**src/rtl/serial_rx_framer_if.sv**
```systemverilog
// serial_rx_framer_if: serial line in, framed byte and status pulses out
interface serial_rx_framer_if;
  logic       serialIn;
  logic [7:0] parallelOut;
  logic       dataValid;
  logic       frameErr;
  logic       busy;
  modport master (output serialIn, input parallelOut, dataValid, frameErr, busy);
  modport slave  (input serialIn, output parallelOut, dataValid, frameErr, busy);
endinterface

```
**src/rtl/serial_rx_framer.sv**
```systemverilog
// serial_rx_framer: 8N1 serial receiver; samples mid-bit and emits one byte per good frame
module serial_rx_framer #(
  parameter int CLKS_PER_BIT = 16
) (
  input  logic              clk,
  input  logic              rst,
  serial_rx_framer_if.slave bus
);
  localparam int HALF = CLKS_PER_BIT / 2;
  localparam int CW   = $clog2(CLKS_PER_BIT);
  typedef enum logic [1:0] {IDLE, START, DATA, STOP} state_t;
  state_t        state_q, state_d;
  logic [CW-1:0] cnt_q, cnt_d;
  logic [2:0]    bit_idx_q, bit_idx_d;
  logic [7:0]    shift_q, shift_d;
  logic [7:0]    data_q, data_d;
  logic          valid_q, valid_d;
  logic          err_q, err_d;
  logic          sync1_q, sync2_q;
  logic          cnt_full, cnt_half;
  assign cnt_full = cnt_q == CW'(CLKS_PER_BIT - 1);
  assign cnt_half = cnt_q == CW'(HALF - 1);
  always_ff @(posedge clk or negedge rst) begin
    if (!rst) begin
      state_q   <= IDLE;
      cnt_q     <= '0;
      bit_idx_q <= '0;
      shift_q   <= '0;
      data_q    <= '0;
      valid_q   <= 1'b0;
      err_q     <= 1'b0;
      sync1_q   <= 1'b1;
      sync2_q   <= 1'b1;
    end else begin
      state_q   <= state_d;
      cnt_q     <= cnt_d;
      bit_idx_q <= bit_idx_d;
      shift_q   <= shift_d;
      data_q    <= data_d;
      valid_q   <= valid_d;
      err_q     <= err_d;
      sync1_q   <= bus.serialIn;
      sync2_q   <= sync1_q;
    end
  end
  always_comb begin
    state_d   = state_q;
    cnt_d     = cnt_q + CW'(1);
    bit_idx_d = bit_idx_q;
    shift_d   = shift_q;
    data_d    = data_q;
    valid_d   = 1'b0;
    err_d     = 1'b0;
    case (state_q)
      IDLE: begin
        cnt_d = '0;
        if (!sync2_q) state_d = START;
      end
      START: if (cnt_half) begin
        // a start bit that is gone by mid-bit is a glitch
        cnt_d     = '0;
        bit_idx_d = '0;
        state_d   = sync2_q ? IDLE : DATA;
      end
      DATA: if (cnt_full) begin
        cnt_d     = '0;
        shift_d   = {sync2_q, shift_q[7:1]};
        bit_idx_d = bit_idx_q + 3'd1;
        if (bit_idx_q == 3'd7) state_d = STOP;
      end
      STOP: if (cnt_full) begin
        cnt_d   = '0;
        state_d = IDLE;
        valid_d = sync2_q;
        err_d   = !sync2_q;
        data_d  = sync2_q ? shift_q : data_q;
      end
    endcase
  end
  assign bus.parallelOut = data_q;
  assign bus.dataValid   = valid_q;
  assign bus.frameErr    = err_q;
  assign bus.busy        = state_q != IDLE;
endmodule

```
**src/flat_wrapper.sv**
```systemverilog
// flat-port wrapper written by rule: the top's interface ports become plain ports
module serial_rx_framer_flat 
#(
  parameter int CLKS_PER_BIT = 16
)
  (clk, rst, bus_serialIn, bus_parallelOut, bus_dataValid, bus_frameErr, bus_busy);
  serial_rx_framer_if bus_i ();
  input  logic clk;
  input  logic rst;
  input wire logic [$bits(bus_i.serialIn)-1:0] bus_serialIn;
  output wire logic [$bits(bus_i.parallelOut)-1:0] bus_parallelOut;
  output wire logic [$bits(bus_i.dataValid)-1:0] bus_dataValid;
  output wire logic [$bits(bus_i.frameErr)-1:0] bus_frameErr;
  output wire logic [$bits(bus_i.busy)-1:0] bus_busy;
  assign bus_i.serialIn = bus_serialIn;
  assign bus_parallelOut = bus_i.parallelOut;
  assign bus_dataValid = bus_i.dataValid;
  assign bus_frameErr = bus_i.frameErr;
  assign bus_busy = bus_i.busy;
  serial_rx_framer #(.CLKS_PER_BIT(CLKS_PER_BIT)) u_core (.clk(clk), .rst(rst), .bus(bus_i));
endmodule
```
**config.mk**
```make
export PLATFORM = sky130hd
export DESIGN_NAME = serial_rx_framer_flat
export DESIGN_NICKNAME = d
export VERILOG_FILES = /design/src/rtl/serial_rx_framer_if.sv /design/src/rtl/serial_rx_framer.sv /design/src/flat_wrapper.sv
export SDC_FILE = /design/constraint.sdc
export NUM_CORES = 1
export LEC_CHECK = 0
export CAP_MARGIN = 20
export CELL_PAD_IN_SITES_DETAIL_PLACEMENT = 1
export CELL_PAD_IN_SITES_GLOBAL_PLACEMENT = 1
export CORE_MARGIN = 5
export CORE_UTILIZATION = 45
export DETAILED_ROUTE_END_ITERATION = 8
export PLACE_DENSITY_LB_ADDON = 0.1
export SYNTH_ARGS = -nofsm -noshare
export SYNTH_HDL_FRONTEND = slang
export SYNTH_SLANG_ARGS = --single-unit
```
**constraint.sdc**
```tcl
create_clock -name clk -period 2.3 [get_ports clk]
set_input_delay 0.575 -clock clk [delete_from_list [all_inputs] [get_ports clk]]
set_output_delay 0.575 -clock clk [all_outputs]
set_load 0.1 [all_outputs]
```
==> results.cfg, run 1 <==
[status]
run_status = complete, no violations

[place]
dp_cells = 135
numPortBuffers = 13
dp_hpwl_um = 1580
post_dp_cell_area_mm2 = 0.00140
gp_congestion = 0.810

[floorplanning]
pin_count = 14
die_area_mm2 = 0.00404
die_x_um = 63.5
rows = 19
core_area_mm2 = 0.00276
initial_utilization_pct = 46.8
die_y_um = 63.5

[global_route]
grt_max_degree = 30
antenna_found_initial = 0
grtUsageTotal_pct = 13.6
grt_pass1_wl_um = 4200
grt_pass1_vias = 883
grt-ovfl-total = 0

[sta]
setup_viol = 0
clock_skew_ns = 0.00628
maxSlewViolCount = 0
relSlewSlack_pct = 74.5
setup_tns_ns = 0
period_share_pct = 86.7
worst_pin_slew_ns = 0.383
max_freq_mhz = 502
hold_violations = 0
rsz0062_at_grt = false
min_period_ns = 1.99

[clock_tree]
postCtsSetupBuffers = 0
cts.sinks = 29
clk_path_buf_depth = 2
ctsHoldBuffers = 0
cts.clk_slew.worst_paths_ns = 0.08
h-tree-depth = 2
tritoncts = built
cts_root_buf = clkbuf_4
cts_resized = 0
clkLatencyLatePin_ns = 0.32
cts_buffers = 5

[pwr]
p_per_area_mw_per_mm2 = 943
p_leak_nw = 0.711
switching_share_pct = 31.3
peakVddDrop_mv = 0.717
p_clk_share_pct = 30.3
p_sw_mw = 0.437
p_int_mw = 0.959
p_comb_share_pct = 21.1
seq_power_share_pct = 48.7

[logic_synthesis]
async_flop_share_pct = 100
yosysWarnings = 0
syn_inst = 95
syn-cell-area_mm2 = 0.00129
synth.distinct_cells = 34
synth-seq-area-share_pct = 56.5
synth_nets = 101
synth_edf_count = 0
synth.avg_cell_area_um2 = 13.6
ys_seq_elements = 29
ys.flop_type = dfrtp_1

[layout]
area_growth_pct = 14.7
nets = 117
fin_area_mm2 = 0.00148
drive_gt1_share_pct = 38.4
final_cell_mix = dfrtp_1, buf_4, mux2_4, mux2_2, clkbuf_4
n_antenna_cell = 0
final_common_cell = dfrtp_1
fin_cells = 143

[detailed_routing]
drt_first_pass_iters = 4
wl_um = 2330
dr_total_vias = 768
dr.first_iter.drc_count = 25
ant_nets = 0
drt-wirelength-per-cell_um = 16.3
via_per_inst = 5.37
drc_errors = 0

[worst_setup_path]
reg2reg_slack_ns = 0.57
slowest_delay_ns = 0.49
critPathLaunchType = flop
r2r_cells = 4
critPathCaptureType = output pin
crit_fanout = 11
crit_type = flop to output pin
cp_data_required_time_ns = 1.73
critical_path.slowest_cell = dfrtp_1
path_cells = or2_2, buf_4
crit_arrival_ns = 1.42

[hold_path]
min_path_cells = 0
min_path_type = flop to flop

[run]
maxCapViolCount = 0
final timing paths:
check,endpoint,from
worst max-delay path,bus_busy,flop
worst min-delay path,u_core.sync2_q$_DFF_PN1_,u_core.sync1_q$_DFF_PN1_
worst max register to register,u_core.bus.parallelOut[6]$_DFFE_PN0P_,u_core.cnt_q[0]$_DFF_PN0_
worst min register to register,u_core.sync2_q$_DFF_PN1_,u_core.sync1_q$_DFF_PN1_
max in group asynchronous,u_core.sync1_q$_DFF_PN1_,rst
min in group asynchronous,u_core.bit_idx_q[2]$_DFFE_PN0P_,rst
synthesized netlist by cell type, drive strengths merged, types with 2 or more instances:
master	number	share of area (%)
a31oi	2	0.97
a211oi	4	2.3
mux2	16	16
nand2	2	0.58
nor3	2	1.2
inv	4	1.2
o21ai	2	0.78
dfrtp	27	52
ha	3	2.9
nor2	4	1.2
and2	2	0.97
buf	6	4.3
dfstp	2	4.1
a21oi	4	1.6
state kept, by name, indices dropped and copies added (netlist names), named ones only:
| register | cells |
|---|---|
| u_core.sync2_q | 1 |
| u_core.bit_idx_q | 3 |
| u_core.bus.parallelOut | 8 |
| u_core.state_q | 1 |
| u_core.cnt_q | 4 |
| u_core.sync1_q | 1 |
| u_core.bus.frameErr | 1 |
| u_core.shift_q | 8 |
| u_core.bus.dataValid | 1 |
final cells by class:
cell class / count / area (um2)
Clock buffer: 7 / 55.1
Clock inverter: 1 / 30.0
Fill cell: 280 / 1280
Inverter: 4 / 15.0
Multi-Input combinational cell: 55 / 488
Sequential cell: 29 / 728
Tap cell: 31 / 38.8
Timing Repair Buffer: 16 / 125
worst max-delay path: cells and delay by family, from the launching register on:
family	cells	cell delay (ns)
buffers and inverters	1	0.24
flip-flops	1	0.49
AND/OR/NAND/NOR	1	0.37
power by group through the flow:
stage / Clock [mW] / Combinational, mW / Sequential, mW
finish: 0.422 / 0.294 / 0.679
global route: 0.475 / 0.330 / 0.697
CTS: 0.442 / 0.299 / 0.679
detailed placement: 0 / 0.294 / 0.687
global placement: 0 / 0.285 / 0.680
floorplan: 0 / 0.319 / 0.621
kinds of logic after synthesis:
family / count (synthesis) / synth area share, %
compound gates: 16 / 8.25
xor+xnor: 1 / 0.679
buf+inv: 11 / 5.72
mux: 16 / 16.3
fa+ha+maj: 3 / 2.91
simple gates: 19 / 9.70
flops: 29 / 56.5
per-stage QoR:
stage	hold slack, ns	utilization, %	total power, mW	setup slack (ns)
6_report	0.366	53.7	1.40	0.306
5_1_grt	0.378	53.7	1.50	0.213
4_1_cts	0.371	53.7	1.42	0.278
3_5_place_dp	0.358	50.6	0.981	0.585
3_3_place_gp	0.351	50.6	0.965	0.646
2_1_floorplan	0.279	-	0.939	0.694
metal layers:
layer,GRT usage (%),wire (um)
met5,0,0
met4,4.68,42
met2,22.3,1110
met1,15.0,1050
met3,6.93,128
No activity file was read; power rests on OpenSTA's default activity.
==> run 2: changes to the inputs <==
==> constraint.sdc (replaced) <==
create_clock -name clk -period 1.85 [get_ports clk]
set_input_delay 0.4625 -clock clk [delete_from_list [all_inputs] [get_ports clk]]
set_output_delay 0.4625 -clock clk [all_outputs]
set_load 0.1 [all_outputs]
==> run 2 against run 1 <==
Against the previous run:
- utilization up 4.3 points
- combinational power rose by 58%
- die area is the same
- cell area is 8.0% higher
- sequential power increased by 20%
- non-clock buffer count up 2
- global-route usage hardly changed
- first-iteration DRC count is 4.0% lower
- flip-flop and latch count stayed put
- via count grew 3.4%
- clock-buffer cell count up 1
- critical endpoint unchanged
- largest power group unchanged
==> results.cfg, run 2 (same netlist as run 1, synthesis figures left out) <==
[status]
run_status = complete, no violations

[global_route]
grtUsageTotal_pct = 13.6
antenna_found_initial = 0
grt_pass1_vias = 878
grt_max_degree = 30
grt_pass1_wl_um = 4180
grt-ovfl-total = 0

[place]
dp_cells = 135
gp_congestion = 0.748
numPortBuffers = 13
dp_hpwl_um = 1680

[layout]
final_cell_mix = dfrtp_1, buf_12, mux2_4, mux2_2
nets = 119
fin_cells = 145
n_antenna_cell = 0
final_common_cell = dfrtp_1
drive_gt1_share_pct = 39.5
area_growth_pct = 24.0

[sta]
relSlewSlack_pct = 73.6
rsz0062_at_grt = false
setup_tns_ns = 0
max_freq_mhz = 571
setup_viol = 0
hold_slack_ns = 0.362
hold_violations = 0
min_period_ns = 1.75
worst_pin_slew_ns = 0.395
period_share_pct = 94.7
maxSlewViolCount = 0
clock_skew_ns = 0.00792

[hold_path]
worstHoldStart = u_core.sync1_q$_DFF_PN1_
min_path_type = flop to flop

[detailed_routing]
dr.first_iter.drc_count = 24
via_per_inst = 5.48
ant_nets = 0
dr_total_vias = 794
wl_um = 2400
drc_errors = 0
drt-wirelength-per-cell_um = 16.6
drt_first_pass_iters = 4

[worst_setup_path]
crit_fanout = 4
slowest_delay_ns = 0.42
crit_type = flop to output pin
crit_arrival_ns = 1.29
critical_path.slowest_cell = dfrtp_2
r2r_start = u_core.cnt_q[0]$_DFF_PN0_
crit_family = flip-flops
path_cells = or2_2, buf_12
critPathCaptureType = output pin
r2r_cells = 4
r2r-end = u_core.bus.parallelOut[5]$_DFFE_PN0P_
worst-path-stages = 2
reg2reg_slack_ns = 0.12
worst-path-buf-inv = 1
crit_end = bus_busy
cp_data_required_time_ns = 1.39
critPathLaunchType = flop

[clock_tree]
cts.clk_slew.worst_paths_ns = 0.07
cts_buffers = 5
cts.sinks = 29
clkLatencyLatePin_ns = 0.33
ctsHoldBuffers = 0
tritoncts = built
h-tree-depth = 2
cts_root_buf = clkbuf_4
clk_path_buf_depth = 2

[floorplanning]
die_y_um = 63.5
die_area_mm2 = 0.00404
pin_count = 14
initial_utilization_pct = 46.8
rows = 19
core_area_mm2 = 0.00276
die_x_um = 63.5

[pwr]
p_comb_share_pct = 28.5
peakVddDrop_mv = 0.811
p_clk_share_pct = 21.5
p_leak_nw = 0.733
p_sw_mw = 0.560
p_per_area_mw_per_mm2 = 1020
p_int_mw = 1.07
seq_power_share_pct = 50.0
switching_share_pct = 34.3

[run]
maxCapViolCount = 0
[run 2: how the worst min path moves through the flow]
stage	to	slack [ns]	depth (start not counted)
global route	u_core.sync2_q$_DFF_PN1_	0.37	0
finish	u_core.sync2_q$_DFF_PN1_	0.36	0
global placement	u_core.sync2_q$_DFF_PN1_	0.35	0
detailed placement	u_core.sync2_q$_DFF_PN1_	0.35	0
floorplan	async pin	0.17	0
CTS	u_core.sync2_q$_DFF_PN1_	0.37	0
[run 2: layout make-up]
type	count	area [um2]
Fill cell	272	1160
Sequential cell	29	731
Multi-Input combinational cell	55	488
Inverter	4	15.0
Clock buffer	8	48.8
Tap cell	31	38.8
Timing Repair Buffer	18	278
[run 2: timing repair]
item | 4_1_cts | 5_1_grt
gates cloned | 0 | 0
buffers inserted | 0 | 2
setup endpoints to repair | 1 | 1
resized for setup | 2 | 0
[run 2: power by group through the flow]
| stage | sequential, mW | clock, mW | combinational, mW |
|---|---|---|---|
| floorplan | 0.771 | 0 | 0.396 |
| global placement | 0.845 | 0 | 0.379 |
| detailed placement | 0.853 | 0 | 0.400 |
| CTS | 0.849 | 0.374 | 0.404 |
| global route | 0.830 | 0.401 | 0.520 |
| finish | 0.816 | 0.351 | 0.465 |
[run 2: metrics by stage]
| stage | instance area (um2) | power [mW] | setup slack, ns | utilization, % |
|---|---|---|---|---|
| 2_1_floorplan | 1290 | 1.17 | 0.250 | - |
| 3_3_place_gp | 1530 | 1.22 | 0.194 | 55.6 |
| 3_5_place_dp | 1530 | 1.25 | 0.138 | 55.6 |
| 4_1_cts | 1580 | 1.63 | 0.00846 | 57.4 |
| 5_1_grt | 1600 | 1.75 | 0.0424 | 58.0 |
| 6_report | 1600 | 1.63 | 0.0989 | 58.0 |
[run 2: layer usage]
metal | track usage (%) | vias to the layer above | wire, um
li1 | - | 376 | -
met1 | 15.8 | 398 | 1070
met2 | 20.7 | 14 | 1150
met3 | 5.33 | 6 | 114
met4 | 8.57 | 0 | 63
met5 | 0 | - | 0
==> run 3: changes to the inputs <==
--- a/config.mk
+++ b/config.mk
@@ -10,8 +10,10 @@
 export CELL_PAD_IN_SITES_GLOBAL_PLACEMENT = 1
 export CORE_MARGIN = 5
 export CORE_UTILIZATION = 45
+export CTS_CLUSTER_DIAMETER = 150
 export DETAILED_ROUTE_END_ITERATION = 8
 export PLACE_DENSITY_LB_ADDON = 0.1
 export SYNTH_ARGS = -nofsm -noshare
 export SYNTH_HDL_FRONTEND = slang
 export SYNTH_SLANG_ARGS = --single-unit
+export TNS_END_PERCENT = 30
==> results of run 3 <==
Same layout as run 2: the final DEF is identical, and so are final timing and power.
